===== src/rtl/exec_ctrl_pkg.sv =====
// Shared encodings for the multicycle execute controller: ALU ops, FSM states,
// MIPS opcode/funct constants and ALU operand-select codes.
package exec_ctrl_pkg;

  typedef enum logic [4:0] {
    AluAnd  = 5'b00000,
    AluOr   = 5'b00001,
    AluAdd  = 5'b00010,
    AluXor  = 5'b00011,
    AluSll  = 5'b00100,
    AluSrl  = 5'b00101,
    AluSub  = 5'b00110,
    AluSlt  = 5'b00111,
    AluSra  = 5'b01000,
    AluSltu = 5'b01001,
    AluEq   = 5'b01010,
    AluLtz  = 5'b01100,
    AluLez  = 5'b10000
  } alu_op_e;

  typedef enum logic [2:0] {
    StIdle,
    StDecode,
    StExec,
    StWb,
    StBrCmp,
    StBrTgt,
    StDone
  } state_e;

  typedef enum logic [1:0] {
    ClsIllegal = 2'b00,
    ClsAluR    = 2'b01,
    ClsAluI    = 2'b10,
    ClsBranch  = 2'b11
  } instr_class_e;

  typedef enum logic [1:0] {
    SrcaRs    = 2'b00,
    SrcaPc    = 2'b01,
    SrcaShamt = 2'b10,
    SrcaRsLow = 2'b11
  } srca_sel_e;

  typedef enum logic [1:0] {
    SrcbRt       = 2'b00,
    SrcbImmSext  = 2'b01,
    SrcbImmZext  = 2'b10,
    SrcbImmSext2 = 2'b11
  } srcb_sel_e;

  // Major opcodes
  localparam logic [5:0] OpRtype  = 6'h00;
  localparam logic [5:0] OpRegimm = 6'h01;
  localparam logic [5:0] OpBeq    = 6'h04;
  localparam logic [5:0] OpBne    = 6'h05;
  localparam logic [5:0] OpBlez   = 6'h06;
  localparam logic [5:0] OpBgtz   = 6'h07;
  localparam logic [5:0] OpAddiu  = 6'h09;
  localparam logic [5:0] OpSlti   = 6'h0A;
  localparam logic [5:0] OpSltiu  = 6'h0B;
  localparam logic [5:0] OpAndi   = 6'h0C;
  localparam logic [5:0] OpOri    = 6'h0D;
  localparam logic [5:0] OpXori   = 6'h0E;

  // R-type funct codes
  localparam logic [5:0] FnSll  = 6'h00;
  localparam logic [5:0] FnSrl  = 6'h02;
  localparam logic [5:0] FnSra  = 6'h03;
  localparam logic [5:0] FnSllv = 6'h04;
  localparam logic [5:0] FnSrlv = 6'h06;
  localparam logic [5:0] FnSrav = 6'h07;
  localparam logic [5:0] FnAddu = 6'h21;
  localparam logic [5:0] FnSubu = 6'h23;
  localparam logic [5:0] FnAnd  = 6'h24;
  localparam logic [5:0] FnOr   = 6'h25;
  localparam logic [5:0] FnXor  = 6'h26;
  localparam logic [5:0] FnSlt  = 6'h2A;
  localparam logic [5:0] FnSltu = 6'h2B;

  // REGIMM rt field selectors
  localparam logic [4:0] RtBltz = 5'd0;
  localparam logic [4:0] RtBgez = 5'd1;

endpackage


===== src/rtl/exec_decode.sv =====
// Combinational instruction classifier: maps the instruction register onto an
// execution class, ALU op, operand selects, destination choice and branch sense.
module exec_decode
  import exec_ctrl_pkg::*;
(
  input  logic [31:0] ir,
  output logic [1:0]  cls,
  output logic [4:0]  op,
  output logic [1:0]  srca,
  output logic [1:0]  srcb,
  output logic        reg_dst,
  output logic        br_invert
);

  logic [5:0] opcode;
  logic [5:0] funct;
  logic [4:0] rt;

  assign opcode = ir[31:26];
  assign funct  = ir[5:0];
  assign rt     = ir[20:16];

  // rs, rd, shamt and immediate feed the datapath, not the controller
  logic unused_ir;
  assign unused_ir = ^{ir[25:21], ir[15:6]};

  instr_class_e cls_e;
  alu_op_e      op_e;
  srca_sel_e    srca_e;
  srcb_sel_e    srcb_e;

  always_comb begin
    cls_e     = ClsIllegal;
    op_e      = AluAnd;
    srca_e    = SrcaRs;
    srcb_e    = SrcbRt;
    br_invert = 1'b0;

    case (opcode)
      OpRtype: begin
        cls_e = ClsAluR;
        case (funct)
          FnAddu: op_e = AluAdd;
          FnSubu: op_e = AluSub;
          FnAnd:  op_e = AluAnd;
          FnOr:   op_e = AluOr;
          FnXor:  op_e = AluXor;
          FnSlt:  op_e = AluSlt;
          FnSltu: op_e = AluSltu;
          FnSll:  begin op_e = AluSll; srca_e = SrcaShamt; end
          FnSrl:  begin op_e = AluSrl; srca_e = SrcaShamt; end
          FnSra:  begin op_e = AluSra; srca_e = SrcaShamt; end
          FnSllv: begin op_e = AluSll; srca_e = SrcaRsLow; end
          FnSrlv: begin op_e = AluSrl; srca_e = SrcaRsLow; end
          FnSrav: begin op_e = AluSra; srca_e = SrcaRsLow; end
          default: cls_e = ClsIllegal;
        endcase
      end
      OpAddiu: begin cls_e = ClsAluI; op_e = AluAdd;  srcb_e = SrcbImmSext; end
      OpSlti:  begin cls_e = ClsAluI; op_e = AluSlt;  srcb_e = SrcbImmSext; end
      OpSltiu: begin cls_e = ClsAluI; op_e = AluSltu; srcb_e = SrcbImmSext; end
      OpAndi:  begin cls_e = ClsAluI; op_e = AluAnd;  srcb_e = SrcbImmZext; end
      OpOri:   begin cls_e = ClsAluI; op_e = AluOr;   srcb_e = SrcbImmZext; end
      OpXori:  begin cls_e = ClsAluI; op_e = AluXor;  srcb_e = SrcbImmZext; end
      OpBeq:   begin cls_e = ClsBranch; op_e = AluEq; end
      OpBne:   begin cls_e = ClsBranch; op_e = AluEq; br_invert = 1'b1; end
      OpBlez:  begin cls_e = ClsBranch; op_e = AluLez; end
      OpBgtz:  begin cls_e = ClsBranch; op_e = AluLez; br_invert = 1'b1; end
      OpRegimm: begin
        if (rt == RtBltz) begin
          cls_e = ClsBranch;
          op_e  = AluLtz;
        end else if (rt == RtBgez) begin
          cls_e     = ClsBranch;
          op_e      = AluLtz;
          br_invert = 1'b1;
        end
      end
      default: cls_e = ClsIllegal;
    endcase
  end

  assign cls     = cls_e;
  assign op      = op_e;
  assign srca    = srca_e;
  assign srcb    = srcb_e;
  assign reg_dst = (cls_e == ClsAluR);

endmodule


===== src/rtl/exec_ctrl.sv =====
// Multicycle execute controller: accepts one MIPS instruction at a time and
// sequences ALU, writeback and branch-target strobes through a small FSM.
module exec_ctrl
  import exec_ctrl_pkg::*;
(
  input  logic        clk,
  input  logic        reset,
  input  logic        instr_valid,
  output logic        instr_ready,
  input  logic [31:0] instr,
  input  logic [31:0] alu_result,
  output logic [4:0]  alu_control,
  output logic [1:0]  srca_sel,
  output logic [1:0]  srcb_sel,
  output logic        alu_out_en,
  output logic        reg_write,
  output logic        reg_dst,
  output logic        pc_write,
  output logic        done,
  output logic        illegal
);

  state_e      state_q, state_d;
  logic [31:0] ir_q, ir_d;
  logic        taken_q, taken_d;
  logic        illegal_q, illegal_d;

  logic [1:0]  dec_cls;
  logic [4:0]  dec_op;
  logic [1:0]  dec_srca;
  logic [1:0]  dec_srcb;
  logic        dec_reg_dst;
  logic        dec_br_invert;
  logic        br_taken;

  // Only bit 0 carries the comparison outcome
  logic unused_alu;
  assign unused_alu = ^alu_result[31:1];

  exec_decode u_decode (
    .ir        (ir_q),
    .cls       (dec_cls),
    .op        (dec_op),
    .srca      (dec_srca),
    .srcb      (dec_srcb),
    .reg_dst   (dec_reg_dst),
    .br_invert (dec_br_invert)
  );

  assign br_taken = alu_result[0] ^ dec_br_invert;

  always_ff @(posedge clk) begin
    if (reset) begin
      state_q   <= StIdle;
      ir_q      <= '0;
      taken_q   <= 1'b0;
      illegal_q <= 1'b0;
    end else begin
      state_q   <= state_d;
      ir_q      <= ir_d;
      taken_q   <= taken_d;
      illegal_q <= illegal_d;
    end
  end

  always_comb begin
    state_d     = state_q;
    ir_d        = ir_q;
    taken_d     = taken_q;
    illegal_d   = illegal_q;

    instr_ready = 1'b0;
    alu_control = AluAnd;
    srca_sel    = SrcaRs;
    srcb_sel    = SrcbRt;
    alu_out_en  = 1'b0;
    reg_write   = 1'b0;
    reg_dst     = 1'b0;
    pc_write    = 1'b0;
    done        = 1'b0;
    illegal     = 1'b0;

    unique case (state_q)
      StIdle: begin
        instr_ready = 1'b1;
        if (instr_valid) begin
          ir_d      = instr;
          illegal_d = 1'b0;
          taken_d   = 1'b0;
          state_d   = StDecode;
        end
      end
      StDecode: begin
        if (dec_cls == ClsAluR || dec_cls == ClsAluI) begin
          state_d = StExec;
        end else if (dec_cls == ClsBranch) begin
          state_d = StBrCmp;
        end else begin
          illegal_d = 1'b1;
          state_d   = StDone;
        end
      end
      StExec: begin
        alu_control = dec_op;
        srca_sel    = dec_srca;
        srcb_sel    = dec_srcb;
        alu_out_en  = 1'b1;
        reg_dst     = dec_reg_dst;
        state_d     = StWb;
      end
      StWb: begin
        reg_write = 1'b1;
        reg_dst   = dec_reg_dst;
        state_d   = StDone;
      end
      StBrCmp: begin
        alu_control = dec_op;
        srca_sel    = dec_srca;
        srcb_sel    = dec_srcb;
        taken_d     = br_taken;
        state_d     = br_taken ? StBrTgt : StDone;
      end
      StBrTgt: begin
        // Target = PC + (sext(imm) << 2)
        alu_control = AluAdd;
        srca_sel    = SrcaPc;
        srcb_sel    = SrcbImmSext2;
        pc_write    = taken_q;
        state_d     = StDone;
      end
      StDone: begin
        done    = 1'b1;
        illegal = illegal_q;
        state_d = StIdle;
      end
      default: state_d = StIdle;
    endcase
  end

endmodule


===== config.mk =====
export PLATFORM = sky130hd
export DESIGN_NAME = exec_ctrl
export DESIGN_NICKNAME = d
export VERILOG_FILES = /design/src/rtl/exec_ctrl_pkg.sv /design/src/rtl/exec_decode.sv /design/src/rtl/exec_ctrl.sv
export SDC_FILE = /design/constraint.sdc
export NUM_CORES = 1
export LEC_CHECK = 0
export BUFFER_PORTS_ARGS = -buffer_cell sky130_fd_sc_hd__clkbuf_2
export CORE_MARGIN = 10
export CORE_UTILIZATION = 47
export DETAILED_ROUTE_END_ITERATION = 12
export PLACE_DENSITY = 0.83
export SYNTH_ARGS = -nofsm -noshare
export SYNTH_HDL_FRONTEND = slang
export SYNTH_SLANG_ARGS = --single-unit

===== constraint.sdc =====
create_clock -name clk -period 4.5 [get_ports clk]
set_input_delay 0.9 -clock clk [delete_from_list [all_inputs] [get_ports clk]]
set_output_delay 0.9 -clock clk [all_outputs]
set_load 0.01 [all_outputs]

==> run_results.csv <==
group,metric,value,unit
clocking,post_cts_resized,0,
timing,finalHoldViolCount,0,
setup_path,cp.required,3.60,ns
floorplanning,die-width,75.48,um
route,dr.pass1.iters,5,
yosys,synth_edf_count,0,
timing,slew_viol_final,0,
finish,n_antenna_cell,0,
worst_hold_path,hold_start,"ir_q[4]",
clocking,hold_buffers,0,
power_and_ir_drop,power,906.6,uW
placement,place_ws,1.734,ns
clocking,post_cts_buffers,0,
finish,syn2layout_area_growth,14.27,%
setup_path,cp_max_fo,3,
clocking,clk-insertion-delay-late,0.31,ns
setup_path,rr_worst_depth,4,
finish,final_common_cell,"nand2_1",
timing,setup_viol,0,
power_and_ir_drop,pwr_density_cell,548.5,nW/um2
setup_path,reg2reg_to,"state_q[1]",
yosys,synth-seq-area-share,0.3045,
power_and_ir_drop,p_leak,0.6885,nW
worst_hold_path,hold_depth,2,
yosys,ys_warn_count,0,
placement,dp_hpwl,2699,um
yosys,synth-seq-cells,22,
setup_path,end_kind,"output pin",
worst_hold_path,hold_class,"flop to flop",
job,drv.max_cap_violation_count,0,
timing,grt_setup_unrepaired,"no",
setup_path,r2r_start,"ir_q[29]",
floorplanning,io_pins,83,
global_route,grt_max_degree,25,
yosys,synth_cell_types,44,
clocking,cts_sinks,22,
yosys,async_flop_share,0,
timing,slew_headroom,0.5981,
floorplanning,std_cell_rows,20,
route,drc,0,
route,drt_iter0_drc,197,
setup_path,rrSetupSlack,2.14,ns
finish,final_nets,302,
route,wl_per_cell,13.75,um
power_and_ir_drop,ir_worst_vdd,0.0003017,V
clocking,cts_tree,"built",
finish,layout_common_cells,"nand2_1, clkbuf_2, a21oi_1",
timing,tightest_slew,0.6029,ns
setup_path,critPathLaunchType,"flop",
yosys,syn_nets,279,
yosys,avgSynthCellArea,6.921,um2
floorplanning,die_area,5696,um2
finish,drive_above_1_share,0.1905,
global_route,grt_pass1_wl,5761,um
timing,fin_ws,1.363,ns
yosys,synthFlopType,"dfxtp_1",
clocking,cts_buffers,3,
finish,layoutNonFillerInstCount,264,
timing,clock.fmax,0.3188,GHz
global_route,track_usage,0.1253,
floorplanning,die_h,75.48,um
yosys,synth_largest_area_cell,"dfxtp_1",
clocking,cts_buffer_depth,2,
route,avgViaCountPerCell,5.822,
timing,min_period,3.137,ns
route,ant_nets,0,
floorplanning,initial_core_util,0.4817,
yosys,synthTopCellsByArea,"dfxtp_1, nand2_1, a21oi_1",
yosys,synth_top_area_frac,0.3045,
route,drt-total-wl,3631,um
route,via_count,1537,
clocking,clk_pin_slew_worst_paths,0.13,ns
setup_path,worstSetupPathType,"flop to output pin",
global_route,antenna_found_initial,0,
worst_hold_path,min_to,"ir_q[4]",
timing,timing.final.crit_share,0.6971,
setup_path,critPathArrivalTime,2.24,ns
timing,tns,0,ns
clocking,root_buffer,"clkbuf_4",
placement,place_inst,260,
yosys,netlist_area,1446,um2
global_route,overflow,0,
status,outcome,"complete, no violations",
placement,placed_cell_area,1600,um2
global_route,grt_pass1_vias,1342,
floorplanning,core_area,3003,um2
timing,fin_skew,0.002444,ns
yosys,postSynthCellCount,209,
placement,gp_congestion,0.8671,
placement,port_buffers,36,
finish,final_area,1653,um2
clocking,h-tree-depth,1,
routing by layer:
metal | track usage | share of wire | vias to the layer above
met1 | 0.1558 | 0.44 | 701
met2 | 0.1974 | 0.46 | 44
li1 | - | - | 785
met4 | 0.05361 | 0.019 | 0
met3 | 0.03516 | 0.076 | 7
met5 | 0 | 0 | -
cells by family after synthesis:
kind of cell / synth area share
AO/OA/AOI/OAI: 0.2517
XOR/XNOR: 0.01211
AND/OR/NAND/NOR: 0.3382
adder cells (fa/ha/maj): 0.02595
flip-flops: 0.3045
buffers and inverters: 0.06747
state kept, by name, indices dropped and copies added, names as in the netlist:
| signal | flops |
|---|---|
| taken_q | 1 |
| state_q | 3 |
| illegal_q | 1 |
| ir_q | 17 |
synth_stat cells, drive strengths merged (3+ instances only):
cell type  number
or4             3
o21ai          12
nand2b          3
inv             8
o41ai           4
nor3            5
a21oi          24
dfxtp          22
nand2          43
and3            4
nor3b           3
nor2           17
clkbuf         18
nand3b          3
nand3           5
ha              3
worst max path at each step:
stage | startpoint | to | slack (ns) | cells past startpoint
6_report | ir_q[17] | reg_dst | 1.36 | 6
5_1_grt | ir_q[26] | reg_dst | 1.23 | 7
4_1_cts | ir_q[17] | reg_dst | 1.35 | 6
3_5_place_dp | ir_q[26] | reg_dst | 1.73 | 7
3_3_place_gp | ir_q[26] | reg_dst | 1.74 | 7
2_1_floorplan | ir_q[5] | reg_dst | 1.93 | 7
cell type report:
class                      instances  area (um2)
inverter                           8       30.03
tap                               33       41.29
clock inverter                     1       30.03
clock buffer                       3       22.52
timing repair buffer              36       180.2
sequential                        22       440.4
multi-input combinational        161       908.4
fill                             308        1350
through the flow:
stage          hold slack, ns  utilization
2_1_floorplan          0.4320            -
3_3_place_gp           0.4428       0.5329
3_5_place_dp           0.4507       0.5329
4_1_cts                0.4684       0.5504
5_1_grt                0.4995       0.5504
6_report               0.4699       0.5504
power by group:
| part | internal (mW) | leakage (nW) | switching [mW] |
|---|---|---|---|
| clock network | 0.0901 | 0.0279 | 0.0629 |
| logic | 0.174 | 0.480 | 0.249 |
| registers | 0.242 | 0.180 | 0.0884 |
| total | 0.506 | 0.689 | 0.401 |
critical path, stage by stage, from the launching register on:
cell      delay, ns
dfxtp_1        0.34
or4_4          0.54
nor3_1         0.26
o311ai_0       0.24
ha_1           0.26
and3_1         0.17
clkbuf_2       0.12
(Power assumes the default switching activity.)
